==> config.mk <==
export PLATFORM = sky130hd
export DESIGN_NAME = piezo_rx_conditioner_flat
export DESIGN_NICKNAME = d
export VERILOG_FILES = /design/src/rtl/piezo_rx_if.sv /design/src/rtl/piezo_rx_conditioner.sv /design/src/flat_wrapper.sv
export SDC_FILE = /design/constraint.sdc
export NUM_CORES = 1
export LEC_CHECK = 0
export ABC_AREA = 0
export BUFFER_PORTS_ARGS = -buffer_cell sky130_fd_sc_hd__buf_2
export CAP_MARGIN = 5
export CORE_UTILIZATION = 40
export DETAILED_ROUTE_END_ITERATION = 7
export RECOVER_POWER = 50
export SETUP_SLACK_MARGIN = 0.05
export SYNTH_ARGS = -nofsm -noshare
export SYNTH_HDL_FRONTEND = slang
export SYNTH_SLANG_ARGS = --single-unit
==> constraint.sdc <==
create_clock -name clock -period 7.75 [get_ports clock]
set_input_delay 1.55 -clock clock [delete_from_list [all_inputs] [get_ports clock]]
set_output_delay 1.55 -clock clock [all_outputs]
set_load 0.02 [all_outputs]
==> src/rtl/piezo_rx_if.sv <==
// Piezo receive conditioner bundle: control/config in,
// detect pulse, status and counters out.
interface piezo_rx_if #(
  parameter int CNT_W  = 16,
  parameter int FLT_W  = 8,
  parameter int STAT_W = 16
);
  logic              enable;
  logic              piezo_raw_in;
  logic              tx_active;
  logic [FLT_W-1:0]  filter_len;
  logic [CNT_W-1:0]  blank_cycles;
  logic [CNT_W-1:0]  rearm_low;
  logic              clear_counts;
  logic              piezo_detect;
  logic              piezo_detect_level;
  logic              armed;
  logic [STAT_W-1:0] event_count;
  logic [STAT_W-1:0] glitch_count;

  modport master (
    output enable, piezo_raw_in, tx_active,
    output filter_len, blank_cycles, rearm_low,
    output clear_counts,
    input  piezo_detect, piezo_detect_level, armed,
    input  event_count, glitch_count
  );

  modport slave (
    input  enable, piezo_raw_in, tx_active,
    input  filter_len, blank_cycles, rearm_low,
    input  clear_counts,
    output piezo_detect, piezo_detect_level, armed,
    output event_count, glitch_count
  );
endinterface

==> src/rtl/piezo_rx_conditioner.sv <==
// Piezo receive front end: sync, self-blanking, glitch filter,
// one detect pulse per acoustic arrival, saturating counters.
module piezo_rx_conditioner #(
  parameter int CNT_W  = 16,
  parameter int FLT_W  = 8,
  parameter int STAT_W = 16
) (
  input  logic     clock,
  input  logic     reset,
  piezo_rx_if.slave bus
);

  typedef enum logic [2:0] {
    IDLE, BLANK, ARMED, QUALIFY, HOLD
  } state_t;

  state_t state, state_n;

  logic             s1, sync_in;
  logic [FLT_W-1:0] flt_q, qual_cnt, qual_n, qual_inc;
  logic [CNT_W-1:0] blank_q, rearm_q;
  logic [CNT_W-1:0] blank_cnt, blank_n;
  logic [CNT_W-1:0] low_cnt, low_n, low_inc;
  logic             det, ev_inc, gl_inc, latch;

  always_comb begin
    state_n  = state;
    blank_n  = blank_cnt;
    qual_n   = qual_cnt;
    low_n    = low_cnt;
    det      = 1'b0;
    ev_inc   = 1'b0;
    gl_inc   = 1'b0;
    latch    = 1'b0;
    qual_inc = qual_cnt + FLT_W'(1);
    low_inc  = low_cnt + CNT_W'(1);
    if (!bus.enable) begin
      state_n = IDLE;
    end else if (bus.tx_active && state != IDLE) begin
      // own burst: drop everything and restart blanking
      state_n = BLANK;
      blank_n = blank_q;
    end else begin
      unique case (state)
        IDLE: begin
          latch   = 1'b1;
          blank_n = bus.blank_cycles;
          state_n = BLANK;
        end
        BLANK: begin
          if (blank_cnt == '0) state_n = ARMED;
          else blank_n = blank_cnt - CNT_W'(1);
        end
        ARMED: begin
          if (sync_in) begin
            if (flt_q <= FLT_W'(1)) begin
              state_n = HOLD;
              det     = 1'b1;
              ev_inc  = 1'b1;
              low_n   = '0;
            end else begin
              state_n = QUALIFY;
              qual_n  = FLT_W'(1);
            end
          end
        end
        QUALIFY: begin
          if (sync_in) begin
            qual_n = qual_inc;
            if (qual_inc >= flt_q) begin
              state_n = HOLD;
              det     = 1'b1;
              ev_inc  = 1'b1;
              low_n   = '0;
            end
          end else begin
            state_n = ARMED;
            gl_inc  = 1'b1;
          end
        end
        HOLD: begin
          if (sync_in) begin
            low_n = '0;
          end else begin
            low_n = low_inc;
            // rearm_low of 0 behaves as 1
            if (low_inc >= rearm_q) state_n = ARMED;
          end
        end
        default: state_n = IDLE;
      endcase
    end
  end

  always_ff @(posedge clock) begin
    if (reset) begin
      state     <= IDLE;
      s1        <= 1'b0;
      sync_in   <= 1'b0;
      flt_q     <= '0;
      blank_q   <= '0;
      rearm_q   <= '0;
      blank_cnt <= '0;
      qual_cnt  <= '0;
      low_cnt   <= '0;
    end else begin
      state     <= state_n;
      s1        <= bus.piezo_raw_in;
      sync_in   <= s1;
      blank_cnt <= blank_n;
      qual_cnt  <= qual_n;
      low_cnt   <= low_n;
      if (latch) begin
        flt_q   <= bus.filter_len;
        blank_q <= bus.blank_cycles;
        rearm_q <= bus.rearm_low;
      end
    end
  end

  always_ff @(posedge clock) begin
    if (reset || bus.clear_counts) begin
      bus.event_count  <= '0;
      bus.glitch_count <= '0;
    end else begin
      if (ev_inc && !(&bus.event_count))
        bus.event_count <= bus.event_count + STAT_W'(1);
      if (gl_inc && !(&bus.glitch_count))
        bus.glitch_count <= bus.glitch_count + STAT_W'(1);
    end
  end

  assign bus.piezo_detect       = det;
  assign bus.piezo_detect_level = (state == HOLD);
  assign bus.armed = (state == ARMED) || (state == QUALIFY);

endmodule

==> src/flat_wrapper.sv <==
// flat-port wrapper written by rule: the top's interface ports become plain ports
module piezo_rx_conditioner_flat 
#(
  parameter int CNT_W  = 16,
  parameter int FLT_W  = 8,
  parameter int STAT_W = 16
)
  (clock, reset, bus_enable, bus_piezo_raw_in, bus_tx_active, bus_filter_len, bus_blank_cycles, bus_rearm_low, bus_clear_counts, bus_piezo_detect, bus_piezo_detect_level, bus_armed, bus_event_count, bus_glitch_count);
  piezo_rx_if #(.CNT_W(CNT_W), .FLT_W(FLT_W), .STAT_W(STAT_W)) bus_i ();
  input  logic clock;
  input  logic reset;
  input wire logic [$bits(bus_i.enable)-1:0] bus_enable;
  input wire logic [$bits(bus_i.piezo_raw_in)-1:0] bus_piezo_raw_in;
  input wire logic [$bits(bus_i.tx_active)-1:0] bus_tx_active;
  input wire logic [$bits(bus_i.filter_len)-1:0] bus_filter_len;
  input wire logic [$bits(bus_i.blank_cycles)-1:0] bus_blank_cycles;
  input wire logic [$bits(bus_i.rearm_low)-1:0] bus_rearm_low;
  input wire logic [$bits(bus_i.clear_counts)-1:0] bus_clear_counts;
  output wire logic [$bits(bus_i.piezo_detect)-1:0] bus_piezo_detect;
  output wire logic [$bits(bus_i.piezo_detect_level)-1:0] bus_piezo_detect_level;
  output wire logic [$bits(bus_i.armed)-1:0] bus_armed;
  output wire logic [$bits(bus_i.event_count)-1:0] bus_event_count;
  output wire logic [$bits(bus_i.glitch_count)-1:0] bus_glitch_count;
  assign bus_i.enable = bus_enable;
  assign bus_i.piezo_raw_in = bus_piezo_raw_in;
  assign bus_i.tx_active = bus_tx_active;
  assign bus_i.filter_len = bus_filter_len;
  assign bus_i.blank_cycles = bus_blank_cycles;
  assign bus_i.rearm_low = bus_rearm_low;
  assign bus_i.clear_counts = bus_clear_counts;
  assign bus_piezo_detect = bus_i.piezo_detect;
  assign bus_piezo_detect_level = bus_i.piezo_detect_level;
  assign bus_armed = bus_i.armed;
  assign bus_event_count = bus_i.event_count;
  assign bus_glitch_count = bus_i.glitch_count;
  piezo_rx_conditioner #(.CNT_W(CNT_W), .FLT_W(FLT_W), .STAT_W(STAT_W)) u_core (.clock(clock), .reset(reset), .bus(bus_i));
endmodule
Word level (Yosys, flattened, before mapping)

Index checks and enable logic that the tools add are counted.

Register bits after elaboration: 117
Input port bits: 46
Output and inout port bits: 35
Word-level logic and storage cells: 99

$add $sub $neg: 5
Order comparisons: 3
Equality and inequality tests: 19
Mux-type cells: 36
Bitwise gates (word level): 2
Reduce and logical (&&, ||, !) cells: 22

Operators by type and width:

| cell                  | count |
|---|---|
| $mux 16               | 7 |
| $add 16x1->16 const B | 3 |
| $pmux 16 s3           | 1 |
| $pmux 16 s2           | 1 |
| $reduce_and 16->1     | 2 |
| $mux 8                | 3 |
| $mux 3                | 7 |
| $ge 16x16->1          | 1 |
| $logic_not 16->1      | 1 |
| $pmux 8 s2            | 1 |
| $sub 16x1->16 const B | 1 |
| $pmux 3 s5            | 1 |
| $mux 1                | 14 |
| $ne 2x1->1 const B    | 6 |
| $reduce_and 5->1      | 2 |
| $ne 3x1->1 const B    | 3 |
| $reduce_bool 3->1     | 3 |
| $add 8x1->8 const B   | 1 |
| $ge 8x8->1            | 1 |
| $le 8x1->1 const B    | 1 |
| $reduce_and 7->1      | 1 |
| $eq 3x2->1 const B    | 2 |
| $ne 3x3->1 const B    | 2 |
| $reduce_and 6->1      | 1 |
| 15 further kinds      | 21 |

Longest topological paths before layout

Depth after elaboration: 8
Depth in mapped cells: 14
Depth with buffers taken out: 14

Least setup slack after synthesis

No wires, ideal clock.

Path kind: input port to output port
Start point: input port bus_enable
End point: output port bus_piezo_detect
Arrival time: 2379 ps
Data required time: 6200 ps
Slack: 3821 ps
Stages on the path: 4
Buffers on the path: 0
Cell sequence: nor2b_1 nand3_1 a21o_1 nor2_1

Word-level cells in the longest chain between the ends: 1

Ends and longest elaborated chain:

| element         | line                       | source |
|---|---|---|
| start, declared | flat_wrapper.sv:12         | `input wire logic [$bits(bus_i.enable)-1:0] bus_enable;` |
| $mux 1          | piezo_rx_conditioner.sv:37 | `if (!bus.enable) begin` |
| end, declared   | flat_wrapper.sv:19         | `output wire logic [$bits(bus_i.piezo_detect)-1:0] bus_piezo_detect;` |

Every way passes these cells.

Final worst setup path

Start point: input port reset
End point: register u_core.bus.event_count[3]

Word-level cells in the longest chain between the ends: 1

Ends and longest elaborated chain:

| element              | line                        | source |
|---|---|---|
| start, declared      | flat_wrapper.sv:11          | `input logic reset;` |
| $logic_or 1x1->1     | piezo_rx_conditioner.sv:122 | `if (reset \|\| bus.clear_counts) begin` |
| end signal, assigned | piezo_rx_conditioner.sv:127 | `bus.event_count <= bus.event_count + STAT_W'(1);` |
| end, declared        | piezo_rx_if.sv:34           | `output event_count, glitch_count` |

Every way passes these cells.
A chain may end at the register's enable or synchronous reset.

==> impl_metrics.json <==
{
  "synth_edf_count": 0,
  "drcViolationCount": 0,
  "power_frac_comb_pct": 11.5,
  "p_int_mw": 1.21,
  "rows": 44,
  "critical_path_class": "primary input to flip-flop",
  "p_leak_nw": 2.87,
  "grt_pass1_wl_microns": 24100,
  "synthFlopType": "dfxtp_1",
  "drive_gt1_share_pct": 14.3,
  "path_clk_slew_ns": 0.05,
  "switching_share_pct": 25.2,
  "tightest_slew_ns": 3.29,
  "num_antenna_cells": 0,
  "postCtsSetupRepairBufs": 0,
  "fin_ws_ns": 3.21,
  "cts_resized": 0,
  "r2r_start": "u_core.low_cnt[5]",
  "fin_worst_skew_ns": 0.00639,
  "yosysSeqAreaShare_pct": 38.0,
  "yosysWarnings": 0,
  "syn2layout_area_growth_pct": 16.7,
  "viasPerCell": 5.24,
  "ff2ff_setup_slack_ns": 4.30,
  "dieHeight_microns": 126,
  "nets": 902,
  "cp-start-kind": "primary input",
  "reg2reg_to": "u_core.state[1]",
  "path_cells": "buf_2 > clkbuf_1 > or2_2 > a21oi_1",
  "wire_per_inst_microns": 13.8,
  "clk_latency_ns": 0.41,
  "gp_congestion": 0.812,
  "reg2regPathDepth": 14,
  "grt_usage_pct": 18.7,
  "slowest_delay_ns": 2.28,
  "synth_cell_types": 57,
  "setup_viol": 0,
  "cts_tree": "yes",
  "synthArstFlopShare_pct": 0,
  "failed_checks": "max-capacitance violations, max-slew violations",
  "drt_first_pass_iters": 4,
  "core_sq_um": 14800,
  "die_w_microns": 126,
  "crit_arrival_ns": 4.81,
  "pwr-share-clk_pct": 48.0,
  "grt_pass1_vias": 5198,
  "hold_viol_final": 0,
  "io_buffers": 80,
  "switchingPower_uw": 406,
  "slew-limit-headroom_pct": -119,
  "start_util_pct": 41.7,
  "crit_end": "u_core.bus.event_count[3]",
  "synth_nets": 834,
  "vias": 5368,
  "cts.sinks": 117,
  "totalWireLength_microns": 14100,
  "crit_path_top_delay_cell": "clkbuf_1",
  "dpl.hpwl_microns": 9680,
  "synthCells": 759,
  "place_ws_ns": 3.59,
  "grt_overflow": 0,
  "fp.dieArea_sq_um": 15900,
  "max_freq_mhz": 220,
  "worstHoldPathType": "flip-flop to flip-flop",
  "slew_violations": 73,
  "critPathLaunch": "reset",
  "avgSynthCellArea_sq_um": 8.11,
  "fin_setup_tns_ns": 0,
  "cts_buffer_depth": 2,
  "io_pins": 81,
  "netlist_area_sq_um": 6160,
  "fin_crit_sh_pct": 58.5,
  "root_buffer": "clkbuf_16",
  "cp_max_fo": 72,
  "grt_max_degree": 73,
  "status": "complete, but fails checks",
  "htree_levels": 4,
  "cp-end-kind": "flip-flop",
  "period_needed_ns": 4.54,
  "irDropWorstVdd_v": 0.000155,
  "rsz0062_at_grt": "false",
  "pwr-share-seq_pct": 40.5,
  "cts.hold.buffers_added": 0,
  "p_per_area_nw_per_um2": 224,
  "drtAntennaViolNets": 0,
  "yosys_register_bits": 117,
  "n_fill_cell": 1452,
  "cp.required_ns": 8.02,
  "antenna_found_initial": 0,
  "cap_violations": 1,
  "drt_first_iter_violations": 363,
  "cts-buffers-inserted": 17
}
[worst max-delay path: cells and delay by family]
| family | cells | cell delay [ns] |
|---|---|---|
| buf+inv | 2 | 2.35 |
| simple gates | 1 | 0.78 |
| compound gates | 1 | 0.10 |
[cell usage in the layout (no fill, tap or decap), drive strengths merged, types with 13 or more instances in the layout]
master	n
o21ai	19
nand3	18
nand4	16
a21oi	77
nor2	90
dfxtp	117
a211oi	33
xnor2	28
clkbuf	38
and3	13
a32o	13
nor3	15
ha	29
nand2	116
inv	29
buf	72
xor2	27
[cell usage after synthesis, drive strengths merged, types with 3 or more instances]
library cell / number / share of area, %
nor2: 90 / 5.5
nor3: 15 / 1.4
a2111oi: 3 / 0.55
o21a: 4 / 0.49
nand3b: 5 / 0.61
a211oi: 33 / 5.4
a22oi: 4 / 0.49
and4: 5 / 0.71
buf: 7 / 0.63
and3: 13 / 1.3
nand2b: 6 / 0.61
nand2: 116 / 7.1
xnor2: 28 / 4.0
nand4: 16 / 1.6
ha: 29 / 5.9
a32o: 13 / 2.1
and2: 3 / 0.30
nor4: 5 / 0.71
xor2: 27 / 3.8
o31ai: 3 / 0.37
or3: 9 / 1.1
inv: 29 / 1.8
o21ai: 19 / 1.5
clkbuf: 32 / 2.0
dfxtp: 117 / 38
nor2b: 7 / 0.75
nand3: 18 / 1.5
or4: 5 / 0.67
nor3b: 3 / 0.45
a21oi: 77 / 6.3
[worst min path at each step]
stage               cells after the start  slack, ns        endpoint  startpoint
floorplan                               1       0.41  u_core.sync_in   u_core.s1
global placement                        1       0.43  u_core.sync_in   u_core.s1
detailed placement                      1       0.43  u_core.sync_in   u_core.s1
CTS                                     1       0.45  u_core.sync_in   u_core.s1
global route                            1       0.46  u_core.sync_in   u_core.s1
finish                                  1       0.44  u_core.sync_in   u_core.s1
[layout make-up]
class	instances	area [sq um]	area share, %
clock buffer	22	484	6.74
clock inverter	10	103	1.43
inverter	29	109	1.51
multi-input combinational	574	3480	48.4
sequential	117	2340	32.6
tap	184	230	3.20
timing repair buffer	88	438	6.09
[layer usage]
metal  vias up  track usage, %  wire (microns)
met3        13            5.10             576
li1       2804               -               -
met1      2478            23.7            6820
met4         0            6.59             195
met2        73            30.5            6540
met5         -               0               0
[through the flow]
stage | util, % | instance area (sq um) | hold slack, ns | std cells | total power [mW]
after floorplan | - | 6160 | 0.414 | 759 | 0.808
after global placement | 45.4 | 6700 | 0.431 | 992 | 0.853
after detailed placement | 45.4 | 6700 | 0.432 | 992 | 0.858
after CTS | 49.4 | 7280 | 0.447 | 1024 | 1.64
after global routing | 48.7 | 7190 | 0.458 | 1024 | 1.69
final | 48.7 | 7190 | 0.443 | 1024 | 1.61
[power by group through the flow]
| stage | clock network (mW) | registers [mW] | logic [mW] |
|---|---|---|---|
| after floorplan | 0 | 0.657 | 0.151 |
| after global placement | 0 | 0.663 | 0.190 |
| after detailed placement | 0 | 0.664 | 0.194 |
| after CTS | 0.791 | 0.652 | 0.195 |
| after global routing | 0.821 | 0.656 | 0.211 |
| final | 0.774 | 0.652 | 0.186 |
[logic make-up (layout without fill, tap and decap cells)]
| group | Yosys count | after routing | share of synthesized area (%) |
|---|---|---|---|
| simple gates | 320 | 320 | 24.7 |
| mux | 2 | 2 | 0.325 |
| buf+inv | 68 | 149 | 4.35 |
| compound gates | 168 | 168 | 18.9 |
| flops | 117 | 117 | 38.0 |
| fa+ha+maj | 29 | 29 | 5.89 |
| xor+xnor | 55 | 55 | 7.82 |
[state kept, by name, indices dropped and copies added (netlist names)]
signal,flops
u_core.blank_cnt,16
u_core.blank_q,16
u_core.bus.event_count,16
u_core.bus.glitch_count,16
u_core.low_cnt,16
u_core.rearm_q,16
u_core.flt_q,8
u_core.qual_cnt,8
u_core.state,3
u_core.s1,1
u_core.sync_in,1
No activity file was read; power rests on OpenSTA's default activity.
